## src/rtl/perf_counter_ctrl.sv

```systemverilog
// perf_counter_ctrl: event counters with inhibit control, accessed through a two-state CSR handshake.
// Define RSD_PERF_COUNTER_OVERFLOW_IRQ_EN to build the sticky overflow vector and the perfIrq output.
module perf_counter_ctrl #(
  parameter int NUM_COUNTERS  = 4,
  parameter int COUNTER_WIDTH = 64,
  parameter int EVENT_WIDTH   = 2,
  parameter int ADDR_WIDTH    = 3
) (
  input  logic                     clk,
  input  logic                     rst,
  input  logic [EVENT_WIDTH-1:0]   evCount [NUM_COUNTERS],
  input  logic                     csrReq,
  input  logic                     csrWe,
  input  logic [ADDR_WIDTH-1:0]    csrAddr,
  input  logic [COUNTER_WIDTH-1:0] csrWData,
  output logic                     csrAck,
  output logic [COUNTER_WIDTH-1:0] csrRData,
  output logic                     csrErr,
  output logic                     perfIrq
);

  typedef enum logic {IDLE = 1'b0, RESP = 1'b1} state_e;

  state_e                   state_q;
  logic                     ack_q;
  logic                     err_q;
  logic [COUNTER_WIDTH-1:0] rdata_q;
  logic [NUM_COUNTERS-1:0]  inhibit_q;
  logic [COUNTER_WIDTH-1:0] cnt_all [NUM_COUNTERS];
  logic [NUM_COUNTERS-1:0]  cnt_wr;
  logic                     accept;
  logic                     wr_en;
  logic                     addr_inh;
  logic [COUNTER_WIDTH-1:0] rd_data;
  logic                     rd_err;
`ifdef RSD_PERF_COUNTER_OVERFLOW_IRQ_EN
  logic                     addr_ovf;
  logic [NUM_COUNTERS-1:0]  wrap;
  logic [NUM_COUNTERS-1:0]  ovf_q;
  logic [NUM_COUNTERS-1:0]  ovf_d;
  logic [NUM_COUNTERS-1:0]  ovf_clr;
  logic                     irq_q;
`endif

  assign accept   = (state_q == IDLE) && csrReq;
  assign wr_en    = accept && csrWe;
  assign addr_inh = (csrAddr == ADDR_WIDTH'(NUM_COUNTERS));
`ifdef RSD_PERF_COUNTER_OVERFLOW_IRQ_EN
  assign addr_ovf = (csrAddr == ADDR_WIDTH'(NUM_COUNTERS + 1));
`endif

  for (genvar gi = 0; gi < NUM_COUNTERS; gi++) begin : g_cnt
    logic [COUNTER_WIDTH-1:0] cnt_q;
    logic [COUNTER_WIDTH-1:0] cnt_d;
`ifdef RSD_PERF_COUNTER_OVERFLOW_IRQ_EN
    logic [COUNTER_WIDTH:0]   sum;
    assign sum      = {1'b0, cnt_q} + (COUNTER_WIDTH + 1)'(evCount[gi]);
    assign wrap[gi] = ~cnt_wr[gi] & ~inhibit_q[gi] & sum[COUNTER_WIDTH];
`else
    logic [COUNTER_WIDTH-1:0] sum;
    assign sum = cnt_q + COUNTER_WIDTH'(evCount[gi]);
`endif

    // A CSR write to this counter replaces the value and drops this cycle's events.
    assign cnt_wr[gi] = wr_en && (csrAddr == ADDR_WIDTH'(gi));
    assign cnt_d      = cnt_wr[gi]    ? csrWData :
                        inhibit_q[gi] ? cnt_q    : sum[COUNTER_WIDTH-1:0];

    always_ff @(posedge clk) begin
      if (rst) begin
        cnt_q <= '0;
      end else begin
        cnt_q <= cnt_d;
      end
    end

    assign cnt_all[gi] = cnt_q;
  end

  always_comb begin
    rd_data = '0;
    rd_err  = 1'b1;
    for (int i = 0; i < NUM_COUNTERS; i++) begin
      if (csrAddr == ADDR_WIDTH'(i)) begin
        rd_data = cnt_all[i];
        rd_err  = 1'b0;
      end
    end
    if (addr_inh) begin
      rd_data = COUNTER_WIDTH'(inhibit_q);
      rd_err  = 1'b0;
    end
`ifdef RSD_PERF_COUNTER_OVERFLOW_IRQ_EN
    if (addr_ovf) begin
      rd_data = COUNTER_WIDTH'(ovf_q);
      rd_err  = 1'b0;
    end
`endif
  end

  // New inhibit mask only governs increments from the cycle after the write.
  always_ff @(posedge clk) begin
    if (rst) begin
      inhibit_q <= '0;
    end else if (wr_en && addr_inh) begin
      inhibit_q <= csrWData[NUM_COUNTERS-1:0];
    end
  end

`ifdef RSD_PERF_COUNTER_OVERFLOW_IRQ_EN
  always_comb begin
    ovf_clr = cnt_wr;
    if (wr_en && addr_ovf) begin
      ovf_clr = ovf_clr | csrWData[NUM_COUNTERS-1:0];
    end
    ovf_d = (ovf_q & ~ovf_clr) | wrap;
  end

  always_ff @(posedge clk) begin
    if (rst) begin
      ovf_q <= '0;
      irq_q <= 1'b0;
    end else begin
      ovf_q <= ovf_d;
      irq_q <= |ovf_d;
    end
  end

  assign perfIrq = irq_q;
`else
  assign perfIrq = 1'b0;
`endif

  // Response registers are only non-zero during the single RESP cycle.
  always_ff @(posedge clk) begin
    if (rst) begin
      state_q <= IDLE;
      ack_q   <= 1'b0;
      rdata_q <= '0;
      err_q   <= 1'b0;
    end else begin
      case (state_q)
        IDLE: begin
          if (csrReq) begin
            state_q <= RESP;
            ack_q   <= 1'b1;
            rdata_q <= csrWe ? '0 : rd_data;
            err_q   <= rd_err;
          end
        end
        RESP: begin
          state_q <= IDLE;
          ack_q   <= 1'b0;
          rdata_q <= '0;
          err_q   <= 1'b0;
        end
        default: begin
          state_q <= IDLE;
          ack_q   <= 1'b0;
          rdata_q <= '0;
          err_q   <= 1'b0;
        end
      endcase
    end
  end

  assign csrAck   = ack_q;
  assign csrRData = rdata_q;
  assign csrErr   = err_q;

endmodule

```

## config.mk

```make
export PLATFORM = sky130hd
export DESIGN_NAME = perf_counter_ctrl
export DESIGN_NICKNAME = d
export VERILOG_FILES = /design/src/rtl/perf_counter_ctrl.sv
export SDC_FILE = /design/constraint.sdc
export NUM_CORES = 1
export LEC_CHECK = 0
export CAP_MARGIN = 20
export CORE_MARGIN = 8
export CORE_UTILIZATION = 30
export CTS_CLUSTER_DIAMETER = 200
export DETAILED_ROUTE_END_ITERATION = 7
export GPL_TIMING_DRIVEN = 0
export PLACE_DENSITY = 0.47
export SLEW_MARGIN = 10
export SYNTH_ARGS = -nofsm -noshare
export SYNTH_HDL_FRONTEND = slang
export SYNTH_SLANG_ARGS = --single-unit
```

## constraint.sdc

```tcl
create_clock -name clk -period 7.5 [get_ports clk]
set_input_delay 1.5 -clock clk [delete_from_list [all_inputs] [get_ports clk]]
set_output_delay 1.5 -clock clk [all_outputs]
set_load 0.01 [all_outputs]
```

Word level (Yosys, flattened, before mapping) --
Cells that the tools add are included.
Storage, ports and cells: register bits after elaboration 327, bits of input ports 79, output and inout port bits 67
Cells by class: reductions and logical operators 8, bitwise operators 1, equal/unequal tests 9, add/sub/neg operators 4, muxes and demuxes 27
Operator list (number):
- 2-to-1 mux 64 bit | 15
- adder 64 x 2 -> 64 bit | 4
- one-hot mux 64 bit (2 select lines) | 1
- 2-to-1 mux 1 bit | 8
- inequality test 2 x 1 -> 1 bit, second input constant | 4
- logical AND 1 bit | 7
- equality test 3 x 2 -> 1 bit, second input constant | 2
- one-hot mux 1 bit (2 select lines) | 3
- equality test 3 x 1 -> 1 bit, second input constant | 1
- equality test 3 bit, second input constant | 1
- logical NOT 3 bit | 1
- inequality test 2 bit, second input constant | 1
- NOT 1 bit | 1

Longest topological paths before layout --
Gate-level depths: netlist of run 1.
depth after elaboration 9, gate-level depth with buffers 10, gate-level depth less buffers 9

Worst setup path after synthesis of run 1 --
No wires, ideal clock.
path type input to register, start input evCount[0] in the netlist's numbering, end register g_cnt[3].cnt_q[34], data required time 7.409 ns, setup slack 3.606 ns, arrival time 3.803 ns, stages on the path 9, cell sequence ha_1 -> inv_1 -> fa_1 -> and4bb_1 -> nand4_1 -> or4_4 -> buf_6 -> or3_1 -> a311oi_1
On the way: word-level cells in the longest chain between the ends 3
RTL lines:
- start: declaration | RTL line 11 | input logic [EVENT_WIDTH-1:0] evCount [NUM_COUNTERS],
- adder 64 x 2 -> 64 bit | RTL line 61 | assign sum = cnt_q + COUNTER_WIDTH'(evCount[gi]);
- 2-to-1 mux 64 bit | RTL line 67 | inhibit_q[gi] ? cnt_q : sum[COUNTER_WIDTH-1:0];
- 2-to-1 mux 64 bit | RTL line 66 | assign cnt_d = cnt_wr[gi] ? csrWData :
- end signal: assignment | RTL line 73 | cnt_q <= cnt_d;
- end: declaration | RTL line 53 | logic [COUNTER_WIDTH-1:0] cnt_q;
Every way passes these cells. The select of a mux whose other input is x is not followed. A chain may end at the register's enable or synchronous reset.

Worst setup path in the final report of run 1 --
start input csrAddr[1], end register g_cnt[1].cnt_q[5]
On the way: word-level cells in the longest chain between the ends 3
RTL lines:
- start: declaration | RTL line 14 | input logic [ADDR_WIDTH-1:0] csrAddr,
- equality test 3 x 1 -> 1 bit * | RTL line 65 | assign cnt_wr[gi] = wr_en && (csrAddr == ADDR_WIDTH'(gi));
- logical AND 1 bit * | RTL line 65
- inequality test 2 x 1 -> 1 bit (no line) or 2-to-1 mux 64 bit (tied branches)
- end signal: assignment | RTL line 73
- end: declaration | RTL line 53
Mark *: on every way between the ends. The rest lies on a longest branch, timed or not.

==> results of run 1 <==
[final cells by class]
| class | count | area (µm²) |
|---|---|---|
| repair buffers | 146 | 1460 |
| diodes | 3 | 7.51 |
| fillers | 6238 | 37900 |
| plain buffers | 141 | 552 |
| flip-flops and latches | 327 | 6550 |
| well taps | 782 | 978 |
| multi-input cells | 1579 | 10900 |
| inverters | 40 | 150 |
| clock inverters | 12 | 165 |
| clock buffers | 61 | 1300 |
[stage by stage]
step	power, W	hold slack [ns]	utilization
2_1_floorplan	0.00203	0.493	-
3_3_place_gp	0.00220	0.457	0.341
3_5_place_dp	0.00221	0.467	0.343
4_1_cts	0.00438	0.479	0.367
5_1_grt	0.00449	0.515	0.367
6_report	0.00434	0.470	0.367
[per-layer routing]
metal,global-route usage,routed length [µm],vias to the layer above
met4,0.0808,2580,0
met3,0.0363,5040,128
met2,0.369,36700,637
met1,0.295,34200,8690
li1,-,-,8062
met5,0,0,-
[worst reg2reg max path, stage by stage, from the launching register on]
cell	delay, ns
dfxtp_1	0.35
ha_1	0.29
a21oi_1	0.17
nor4_4	0.73
nand4_1	0.76
nor4_1	0.87
xnor2_1	0.14
a211oi_1	0.24
[registers in the layout (all words and copies together), names as in the netlist]
signal,count
g_cnt.cnt_q,256
csrAck,1
inhibit_q,4
state_q,1
csrRData,64
csrErr,1
[logic make-up after synthesis]
family,Yosys count,share of synthesized area
flops,327,0.362
buf+inv,181,0.0388
fa+ha+maj,12,0.00997
compound gates,349,0.143
mux,73,0.0848
simple gates,922,0.253
other cells,1,0.000208
xor+xnor,222,0.108
[power by group through the flow]
stage / Combinational, W / Clock, W / Sequential (W)
2_1_floorplan: 0.000182 / 0 / 0.00185
3_3_place_gp: 0.000338 / 0 / 0.00187
3_5_place_dp: 0.000344 / 0 / 0.00187
4_1_cts: 0.000346 / 0.00220 / 0.00183
5_1_grt: 0.000370 / 0.00228 / 0.00184
6_report: 0.000347 / 0.00217 / 0.00183
[worst min path at each step]
stage	slack (ns)	to	depth (start not counted)	start
4_1_cts	0.48	csrAck	2	csrAck
3_3_place_gp	0.46	csrAck	2	csrAck
3_5_place_dp	0.47	csrAck	2	csrAck
6_report	0.47	csrAck	2	csrAck
2_1_floorplan	0.49	g_cnt[0].cnt_q[38]	2	g_cnt[0].cnt_q[38]
5_1_grt	0.51	csrAck	2	csrAck
[layout by cell type (no fill, tap or decap), types with 5 or more instances in the layout]
cell type / instances
nor2_1: 402
dfxtp_1: 327
a211oi_1: 211
clkdlybuf4s50_1: 141
xnor2_1: 125
clkbuf_1: 123
nand2_1: 102
nand3_1: 100
xor2_1: 97
nand4_1: 85
mux4_2: 64
a22oi_1: 60
nor3_1: 47
clkbuf_16: 45
inv_1: 39
and3_1: 36
nor4_1: 32
and4_1: 30
or3_1: 23
o21ai_0: 22
a311oi_1: 21
nor4_2: 14
buf_1: 12
a21oi_1: 11
clkbuf_8: 11
and2_1: 10
buf_2: 9
mux2i_1: 9
ha_1: 8
a22o_1: 7
clkinv_2: 6
nor2b_1: 5
a31oi_1: 5
nor3_2: 5
[synth_stat cells, types with 12 or more instances]
cell type / number / area (µm²)
nand4_1: 85 / 532
nand2_1: 102 / 383
inv_1: 39 / 146
nor3_1: 48 / 240
nand3_1: 100 / 500
buf_1: 12 / 45.0
nor2_1: 403 / 1510
mux4_2: 64 / 1440
o21ai_0: 22 / 110
a22oi_1: 60 / 450
a311oi_1: 21 / 184
xnor2_1: 125 / 1090
nor4_1: 36 / 225
xor2_1: 97 / 850
and3_1: 36 / 225
or3_1: 23 / 144
and4_1: 30 / 263
dfxtp_1: 327 / 6550
clkbuf_1: 119 / 447
a211oi_1: 211 / 1580
==> impl_metrics.env, run 1 <==
export IMPL_grt_pass1_vias=16983
export IMPL_drt_iter0_markers=1661
export IMPL_synth_avg_cell_area_um2=8.66
export IMPL_critPathLaunchType="input port"
export IMPL_setup_tns_ns=0
export IMPL_via_per_inst=5.67
export IMPL_clock_path_buffers=3
export IMPL_postRouteAntennaNets=0
export IMPL_status="completed"
export IMPL_io_buffer_count=141
export IMPL_start_util=0.302
export IMPL_async_flop_share=0
export IMPL_switchingPower_w=0.00110
export IMPL_pin_count=146
export IMPL_power_density_nw_per_um2=197
export IMPL_crit_start="csrAddr[1]"
export IMPL_power_switching_share=0.254
export IMPL_slowest_stage="clkbuf_1"
export IMPL_critical_path_class="in -> reg"
export IMPL_place_ws_ns=2.14
export IMPL_ys_seq_area_frac=0.362
export IMPL_skew_ns=0.0129
export IMPL_end_kind="flop"
export IMPL_grt_overflow=0
export IMPL_max_freq_mhz=203
export IMPL_ys_ff_latch=327
export IMPL_hold_buffers=0
export IMPL_nNetsFinal=2368
export IMPL_fin_cells=3091
export IMPL_timing_rr_end="g_cnt[3].cnt_q[63]"
export IMPL_synth_edff_count=0
export IMPL_post_route_period_util=0.657
export IMPL_endpoint="g_cnt[1].cnt_q[5]"
export IMPL_timing_critical_path_mode_cell="clkbuf_1"
export IMPL_cts_tree="built"
export IMPL_relSlewSlack=0.207
export IMPL_core_area_um2=59900
export IMPL_r2r_start="g_cnt[3].cnt_q[1]"
export IMPL_gp_congestion=0.890
export IMPL_placed_area_um2=20500
export IMPL_crit_fanout=10
export IMPL_row_count=90
export IMPL_clock_latency_ns=0.58
export IMPL_wl_per_cell_um=25.4
export IMPL_cp_depth=7
export IMPL_setup_slack_ns=2.57
export IMPL_worstRegToRegCells=7
export IMPL_seqPwrFrac=0.422
export IMPL_path_buf_inv=5
export IMPL_hold_viol_final=0
export IMPL_clkPwrFrac=0.498
export IMPL_place_hpwl_mm=60.5
export IMPL_postCtsSetupRepairBufs=0
export IMPL_h_tree_depth=2
export IMPL_internal_power_w=0.00324
export IMPL_antenna_found_initial=2
export IMPL_grt_max_degree=13
export IMPL_synth_nets=2178
export IMPL_critPathMaxStageDelay_ns=0.90
export IMPL_drv_cap=0
export IMPL_postCtsResizedCells=0
export IMPL_cp_top_family="buffers and inverters"
export IMPL_die_h_um=261
export IMPL_comb_power_share=0.080
export IMPL_synthCells=2087
export IMPL_ir_worst_vdd_mv=0.126
export IMPL_dp_cells=3014
export IMPL_worst_ep_required_time_ns=7.91
export IMPL_synth_cell_types=56
export IMPL_grt_pass1_wl_mm=115
export IMPL_ys_warn_count=0
export IMPL_numCtsBuffers=42
export IMPL_critical_path_arrival_ns=5.34
export IMPL_synth_ff_type="dfxtp_1"
export IMPL_rsz0062_at_grt="no"
export IMPL_via_count=17517
export IMPL_drv_slew=0
export IMPL_design_area_um2=22000
export IMPL_routed_wl_mm=78.5
export IMPL_setup_viol_count_final=0
export IMPL_path_clk_slew_ns=0.06
export IMPL_r2r_slack_ns=3.87
export IMPL_die_area_um2=68300
export IMPL_drc=0
export IMPL_grt_usage=0.225
export IMPL_drive_gt1_frac=0.0802
export IMPL_leakage_nw=6.88
export IMPL_worstMarginPinSlew_ns=1.19
export IMPL_fin_crit_ns=4.93
export IMPL_syn_area_um2=18100
export IMPL_clock_root_buffer="clkbuf_16"
export IMPL_die_width_um=261
export IMPL_path_cells="clkbuf_1 -> clkbuf_1 -> or2_1 -> clkbuf_1 -> clkbuf_1 -> clkbuf_1 -> a211oi_1"
export IMPL_drt_pass1_iter_count=7
export IMPL_clock_sinks=327
export IMPL_holdCritPathClass="reg -> reg"
export IMPL_layout_area_overhead_vs_synth_pct=21.8
Power figures use the tool's default switching activity.
==> run 2: changes to the inputs <==
==> constraint.sdc (replaced) <==
create_clock -name clk -period 4.97 [get_ports clk]
set_input_delay 0.994 -clock clk [delete_from_list [all_inputs] [get_ports clk]]
set_output_delay 0.994 -clock clk [all_outputs]
set_load 0.01 [all_outputs]
==> results of run 2 <==
Same layout as run 1 (identical final DEF). Status: completed.
Main changes from that run: setup slack after placement 2.14 ns -> 0.115 ns; setup slack after layout 2.57 ns -> 0.547 ns; register-to-register setup slack 3.87 ns -> 1.34 ns; total power 0.00434 W -> 0.00655 W; worst IR drop on VDD 0.126 mV -> 0.190 mV
